===== config.mk =====
export PLATFORM = sky130hd
export DESIGN_NAME = de_issue_stage
export DESIGN_NICKNAME = d
export VERILOG_FILES = /design/src/rtl/de_issue_stage.sv
export SDC_FILE = /design/constraint.sdc
export NUM_CORES = 2
export LEC_CHECK = 0
export CAP_MARGIN = 10
export CORE_ASPECT_RATIO = 0.75
export CORE_UTILIZATION = 38
export DETAILED_ROUTE_END_ITERATION = 8
export DONT_BUFFER_PORTS = 1
export SLEW_MARGIN = 20
export SYNTH_ARGS = -nofsm -noshare
export SYNTH_HDL_FRONTEND = slang
export SYNTH_SLANG_ARGS = --single-unit

===== constraint.sdc =====
create_clock -name clk -period 88.2 [get_ports clk]
set_input_delay 17.64 -clock clk [delete_from_list [all_inputs] [get_ports clk]]
set_output_delay 17.64 -clock clk [all_outputs]
set_load 0.05 [all_outputs]

===== src/rtl/de_issue_stage.sv =====
`default_nettype none
// ============================================================================
// de_issue_stage : RV32I decode/issue with register file, per-register
//                  in-flight scoreboard and RAW stall generation.
// Revision       : 1.0
// ============================================================================
module de_issue_stage #(
  parameter int DBITS    = 32,
  parameter int INSTBITS = 32,
  parameter int REGNO    = 32
) (
  input  logic                clk,
  input  logic                reset,
  input  logic [INSTBITS-1:0] fe_inst,
  input  logic [DBITS-1:0]    fe_pc,
  input  logic [DBITS-1:0]    fe_pcplus,
  input  logic [DBITS-1:0]    fe_inst_count,
  input  logic                fe_invalid,
  input  logic                br_cond_agex,
  input  logic                wb_we,
  input  logic [4:0]          wb_rd,
  input  logic [DBITS-1:0]    wb_data,
  output logic                stall_de,
  output logic                de_valid,
  output logic [INSTBITS-1:0] de_inst,
  output logic [DBITS-1:0]    de_pc,
  output logic [DBITS-1:0]    de_pcplus,
  output logic [DBITS-1:0]    de_inst_count,
  output logic [DBITS-1:0]    de_rs1_val,
  output logic [DBITS-1:0]    de_rs2_val,
  output logic [DBITS-1:0]    de_imm,
  output logic [4:0]          de_rd,
  output logic                de_we
);

  localparam logic [6:0] c_OPC_OP     = 7'b0110011;
  localparam logic [6:0] c_OPC_OPIMM  = 7'b0010011;
  localparam logic [6:0] c_OPC_LOAD   = 7'b0000011;
  localparam logic [6:0] c_OPC_STORE  = 7'b0100011;
  localparam logic [6:0] c_OPC_BRANCH = 7'b1100011;
  localparam logic [6:0] c_OPC_JALR   = 7'b1100111;
  localparam logic [6:0] c_OPC_JAL    = 7'b1101111;
  localparam logic [6:0] c_OPC_LUI    = 7'b0110111;
  localparam logic [6:0] c_OPC_AUIPC  = 7'b0010111;

  logic [6:0]       w_opc;
  logic [4:0]       w_rd, w_rs1, w_rs2;
  logic             w_rs1_used, w_rs2_used, w_writes;
  logic [31:0]      w_imm;
  logic             w_wb_hit, w_rs1_busy, w_rs2_busy;
  logic             w_hazard, w_issue, w_capture;
  logic [REGNO-1:0] w_inc_vec, w_dec_vec;
  logic [DBITS-1:0] w_rs1_val, w_rs2_val;

  logic [DBITS-1:0] r_rf [REGNO];
  logic [1:0]       r_sb [REGNO];

  assign w_opc = fe_inst[6:0];
  assign w_rd  = fe_inst[11:7];
  assign w_rs1 = fe_inst[19:15];
  assign w_rs2 = fe_inst[24:20];

  assign w_rs1_used = (w_opc == c_OPC_OP) || (w_opc == c_OPC_OPIMM) || (w_opc == c_OPC_LOAD) ||
                      (w_opc == c_OPC_STORE) || (w_opc == c_OPC_BRANCH) || (w_opc == c_OPC_JALR);
  assign w_rs2_used = (w_opc == c_OPC_OP) || (w_opc == c_OPC_STORE) || (w_opc == c_OPC_BRANCH);
  assign w_writes   = (w_rd != 5'd0) &&
                      ((w_opc == c_OPC_OP) || (w_opc == c_OPC_OPIMM) || (w_opc == c_OPC_LOAD) ||
                       (w_opc == c_OPC_LUI) || (w_opc == c_OPC_AUIPC) || (w_opc == c_OPC_JAL) ||
                       (w_opc == c_OPC_JALR));

  always_comb begin
    w_imm = '0;
    case (w_opc)
      c_OPC_OPIMM, c_OPC_LOAD, c_OPC_JALR:
        w_imm = {{20{fe_inst[31]}}, fe_inst[31:20]};
      c_OPC_STORE:
        w_imm = {{20{fe_inst[31]}}, fe_inst[31:25], fe_inst[11:7]};
      c_OPC_BRANCH:
        w_imm = {{19{fe_inst[31]}}, fe_inst[31], fe_inst[7], fe_inst[30:25], fe_inst[11:8], 1'b0};
      c_OPC_LUI, c_OPC_AUIPC:
        w_imm = {fe_inst[31:12], 12'b0};
      c_OPC_JAL:
        w_imm = {{11{fe_inst[31]}}, fe_inst[31], fe_inst[19:12], fe_inst[20], fe_inst[30:21], 1'b0};
      default:
        w_imm = '0;
    endcase
  end

  // Writeback is forwarded so an operand retiring this cycle is read fresh.
  assign w_wb_hit  = wb_we && (wb_rd != 5'd0);
  assign w_rs1_val = (w_wb_hit && (wb_rd == w_rs1)) ? wb_data : r_rf[w_rs1];
  assign w_rs2_val = (w_wb_hit && (wb_rd == w_rs2)) ? wb_data : r_rf[w_rs2];

  // A register whose sole pending writer retires now is already free.
  assign w_rs1_busy = (w_rs1 != 5'd0) && (r_sb[w_rs1] != 2'd0) &&
                      !((r_sb[w_rs1] == 2'd1) && w_dec_vec[w_rs1]);
  assign w_rs2_busy = (w_rs2 != 5'd0) && (r_sb[w_rs2] != 2'd0) &&
                      !((r_sb[w_rs2] == 2'd1) && w_dec_vec[w_rs2]);

  assign w_hazard  = !fe_invalid && ((w_rs1_used && w_rs1_busy) || (w_rs2_used && w_rs2_busy));
  assign w_issue   = !fe_invalid && !w_hazard && !br_cond_agex;
  assign w_capture = !w_hazard && !br_cond_agex;
  assign stall_de  = w_hazard && !br_cond_agex;

  assign w_inc_vec = (w_issue && w_writes) ? (REGNO'(1) << w_rd) : '0;
  assign w_dec_vec = w_wb_hit ? (REGNO'(1) << wb_rd) : '0;

  always_ff @(posedge clk or posedge reset) begin
    if (reset) begin
      for (int i = 0; i < REGNO; i++) r_rf[i] <= '0;
    end else if (w_wb_hit) begin
      r_rf[wb_rd] <= wb_data;
    end
  end

  always_ff @(posedge clk or posedge reset) begin
    if (reset) begin
      for (int i = 0; i < REGNO; i++) r_sb[i] <= 2'd0;
    end else begin
      for (int i = 0; i < REGNO; i++) begin
        if (w_inc_vec[i] && !w_dec_vec[i])
          r_sb[i] <= r_sb[i] + 2'd1;
        else if (w_dec_vec[i] && !w_inc_vec[i])
          r_sb[i] <= r_sb[i] - 2'd1;
      end
    end
  end

  // Flush and hazard both turn the latch into an all-zero bubble.
  always_ff @(posedge clk or posedge reset) begin
    if (reset) begin
      de_valid      <= 1'b0;
      de_we         <= 1'b0;
      de_inst       <= '0;
      de_pc         <= '0;
      de_pcplus     <= '0;
      de_inst_count <= '0;
      de_rs1_val    <= '0;
      de_rs2_val    <= '0;
      de_imm        <= '0;
      de_rd         <= '0;
    end else begin
      de_valid      <= w_capture && !fe_invalid;
      de_we         <= w_capture && !fe_invalid && w_writes;
      de_inst       <= w_capture ? fe_inst : '0;
      de_pc         <= w_capture ? fe_pc : '0;
      de_pcplus     <= w_capture ? fe_pcplus : '0;
      de_inst_count <= w_capture ? fe_inst_count : '0;
      de_rs1_val    <= w_capture ? w_rs1_val : '0;
      de_rs2_val    <= w_capture ? w_rs2_val : '0;
      de_imm        <= w_capture ? w_imm : '0;
      de_rd         <= (w_capture && w_writes) ? w_rd : 5'd0;
    end
  end

endmodule
`default_nettype wire


==> metrics <==
layout-stage area growth over the synthesis result 10.1%; worst-case setup margin in the final layout 49.95 ns; wire length of the first global-routing pass 291,000 µm; max incr delay on CP 0.59 ns; DR DRC count 0; proportion of layout cells with a drive suffix above 1 48.1%; share of Yosys cell area claimed by the top area cell type 49.3%; Slew @ Worst Pin 1.19 ns; worst reg2reg path depth 8; share of flip-flops with an asynchronous set or reset after synthesis 100%; power density normalized to cell area 24.1 nW/µm²; non-filler cells in the finished layout 6,505; Initial Util 38.5%; clock root cell sky130_fd_sc_hd__clkbuf_16; clock-pin slew on the worst setup and hold paths 0.06 ns; number of pins exceeding their max-slew limit in the final report 0; setup slack after placement 50.12 ns; global-route usage over all layers 22.2%; iteration-0 DRC count of the detailed router 3,770; count leader, synth sky130_fd_sc_hd__dfrtp_1; synthesized instance count 4,309; estimated wirelength of the detail-placed design 98,300 µm; number of buffers added for setup after CTS 0; Die Ht 365 µm; Vias/cell 6.00; Detailed Route WL 196,000 µm; EDFF count, synth 0; Critical Path End Type primary output; setup repair after global routing missed its margin no; post-cts gate resize count 0; cell chain of the critical path mux4_2 > nand2_1 > and3_1 > or4b_1 > a31oi_1 > or2_1 > buf_4 > and2_1; WS Path Type primary input to primary output; clk_skew 0.0282 ns; number of antenna violations at the first check in global routing 4; most used flip-flop cell after synthesis sky130_fd_sc_hd__dfrtp_1; Post-Place Cells 6,236; clock net sink count 1,319; worst-case headroom to the max-slew limit 20.4%; Worst Hold Class register to register; Core Rows 132; Max Clock Freq 26.1 MHz; Mapped Nets 4,511; most frequent cells after synthesis 1,319 x sky130_fd_sc_hd__dfrtp_1, 993 x sky130_fd_sc_hd__mux2_2, 669 x sky130_fd_sc_hd__mux4_2, 284 x sky130_fd_sc_hd__clkbuf_1, 131 x sky130_fd_sc_hd__and2_1; post-synthesis area per instance 15.5 µm²; Wirelength per Cell 30.1 µm; data required time at the worst endpoint 70.56 ns; setup slack of the most critical reg-to-reg path 84.26 ns; hold buffers post-CTS 0; highest-delay cell along the critical path sky130_fd_sc_hd__or4b_1; via count of the first global-routing pass 40.8k; Final setup violation count 0; clock tree from TritonCTS yes; Pre-Repair DR Iteration Count 5; clock buffers created by TritonCTS 145; number of nets at the end of the flow 4,241; max_cap viols 0; post-route cell area 73,600 µm²; die outline area 178,000 µm²; flop and latch count out of synthesis 1,319; arrival time of the worst setup path 20.61 ns; placed standard-cell area 68,500 µm²; Worst VDD drop 0.0206 mV; post-synthesis cell type with the largest combined area sky130_fd_sc_hd__dfrtp_1; Fin Setup TNS 0 ns; antenna-violating nets left 0; width of the die 486 µm; Leak Pwr 0.0319 µW; result of the run finished clean; clock latency reported for the late side of the worst-skew pair 0.79 ns; Cell variety after synth 62; area of the mapped netlist 66,900 µm²; global route overflow 0; Crit Path Max Fanout 284; largest net degree at the start of global routing 286; sequential fraction of the synthesis area 49.3%; maximum root-to-sink buffer count 3; Min Clock Period, post-route 38.25 ns; Yosys Warn Count 0; RD Place Congestion 0.798; Via Count 39.0k; # H-tree levels 4; I/O Pins 402; post-route clock period utilization 43.4%; Port Buffers 0; Core Area 174,000 µm²; cell count of the worst hold path 0; Final Hold Violating Endpoints 0; ranking of synthesized cells by area sky130_fd_sc_hd__dfrtp_1 49%, sky130_fd_sc_hd__mux4_2 23%, sky130_fd_sc_hd__mux2_2 17%; Worst Setup Start Kind primary input
registers in the layout (all words and copies together) (netlist names):
register       cells
de_imm            32
r_rf            1024
de_rd              5
de_rs1_val        32
de_inst_count     32
de_pc             32
de_we              1
de_inst           32
de_pcplus         32
r_sb              64
de_valid           1
de_rs2_val        32
cell families (layout without fill, tap and decap cells):
| group | Yosys count | after routing | share of synthesized area [%] |
|---|---|---|---|
| xor+xnor | 104 | 104 | 1.36 |
| simple gates | 518 | 518 | 4.13 |
| buf+inv | 488 | 337 | 3.09 |
| mux | 1688 | 1688 | 39.6 |
| fa+ha+maj | 32 | 32 | 0.599 |
| flops | 1319 | 1319 | 49.3 |
| other cells | 2 | 4 | 0.0112 |
| compound gates | 158 | 158 | 1.83 |
where the power goes:
group          leakage, µW  switching [µW]  total (µW)  internal, µW
Sequential          0.0170             117         834           716
Combinational       0.0125            90.9         295           204
Clock              0.00251             257         648           390
per-layer routing:
layer | GRT usage, % | wire length [µm]
met1 | 31.6 | 85800
met2 | 34.6 | 91100
met3 | 4.50 | 14100
met5 | 0 | 0
met4 | 6.37 | 4510
placed cells by master, fill, tap and decap left out, types with 32 or more instances in the layout:
master	instances
sky130_fd_sc_hd__a21oi_1	54
sky130_fd_sc_hd__and2_1	130
sky130_fd_sc_hd__buf_4	44
sky130_fd_sc_hd__clkbuf_16	151
sky130_fd_sc_hd__clkbuf_8	36
sky130_fd_sc_hd__dfrtp_1	1319
sky130_fd_sc_hd__ha_1	32
sky130_fd_sc_hd__mux2_2	993
sky130_fd_sc_hd__mux4_2	669
sky130_fd_sc_hd__nand2_1	114
sky130_fd_sc_hd__nand3_1	41
sky130_fd_sc_hd__nor2_1	48
sky130_fd_sc_hd__nor2b_1	64
sky130_fd_sc_hd__nor4_1	33
sky130_fd_sc_hd__o211a_1	64
sky130_fd_sc_hd__xnor2_1	39
sky130_fd_sc_hd__xor2_1	65
worst max-delay path, delay by kind of cell:
family / cells / cell delay [ns]
simple gates: 5 / 1.54
mux: 1 / 0.49
compound gates: 1 / 0.40
buf+inv: 1 / 0.31
stage by stage:
stage	hold slack, ns	total power, µW	utilization [%]
after floorplan	0.441	1080	-
after global placement	0.377	1120	39.4
after detailed placement	0.384	1140	39.4
after CTS	0.397	1790	42.4
after global routing	0.409	1850	42.4
final	0.394	1780	42.4
path summary, 6_finish.rpt:
path / startpoint / to
setup reg to reg: r_sb[32] / de_rs2_val[20]
setup / recovery: fe_inst[15] / stall_de
max in group asynchronous: reset / r_rf[143]
hold reg to reg: r_rf[1010] / r_rf[1010]
hold / removal: r_rf[1010] / r_rf[1010]
min in group asynchronous: reset / r_sb[44]
area by class of cell:
class / instances / area, µm²
Antenna cell: 2 / 5.00
Clock buffer: 209 / 4360
Clock inverter: 57 / 737
Fill cell: 15500 / 100000
Inverter: 23 / 93.8
Multi-Input combinational cell: 2502 / 32100
Sequential cell: 1319 / 33000
Tap cell: 2345 / 2930
Timing Repair Buffer: 48 / 409
Power figures use the tool's default switching activity.
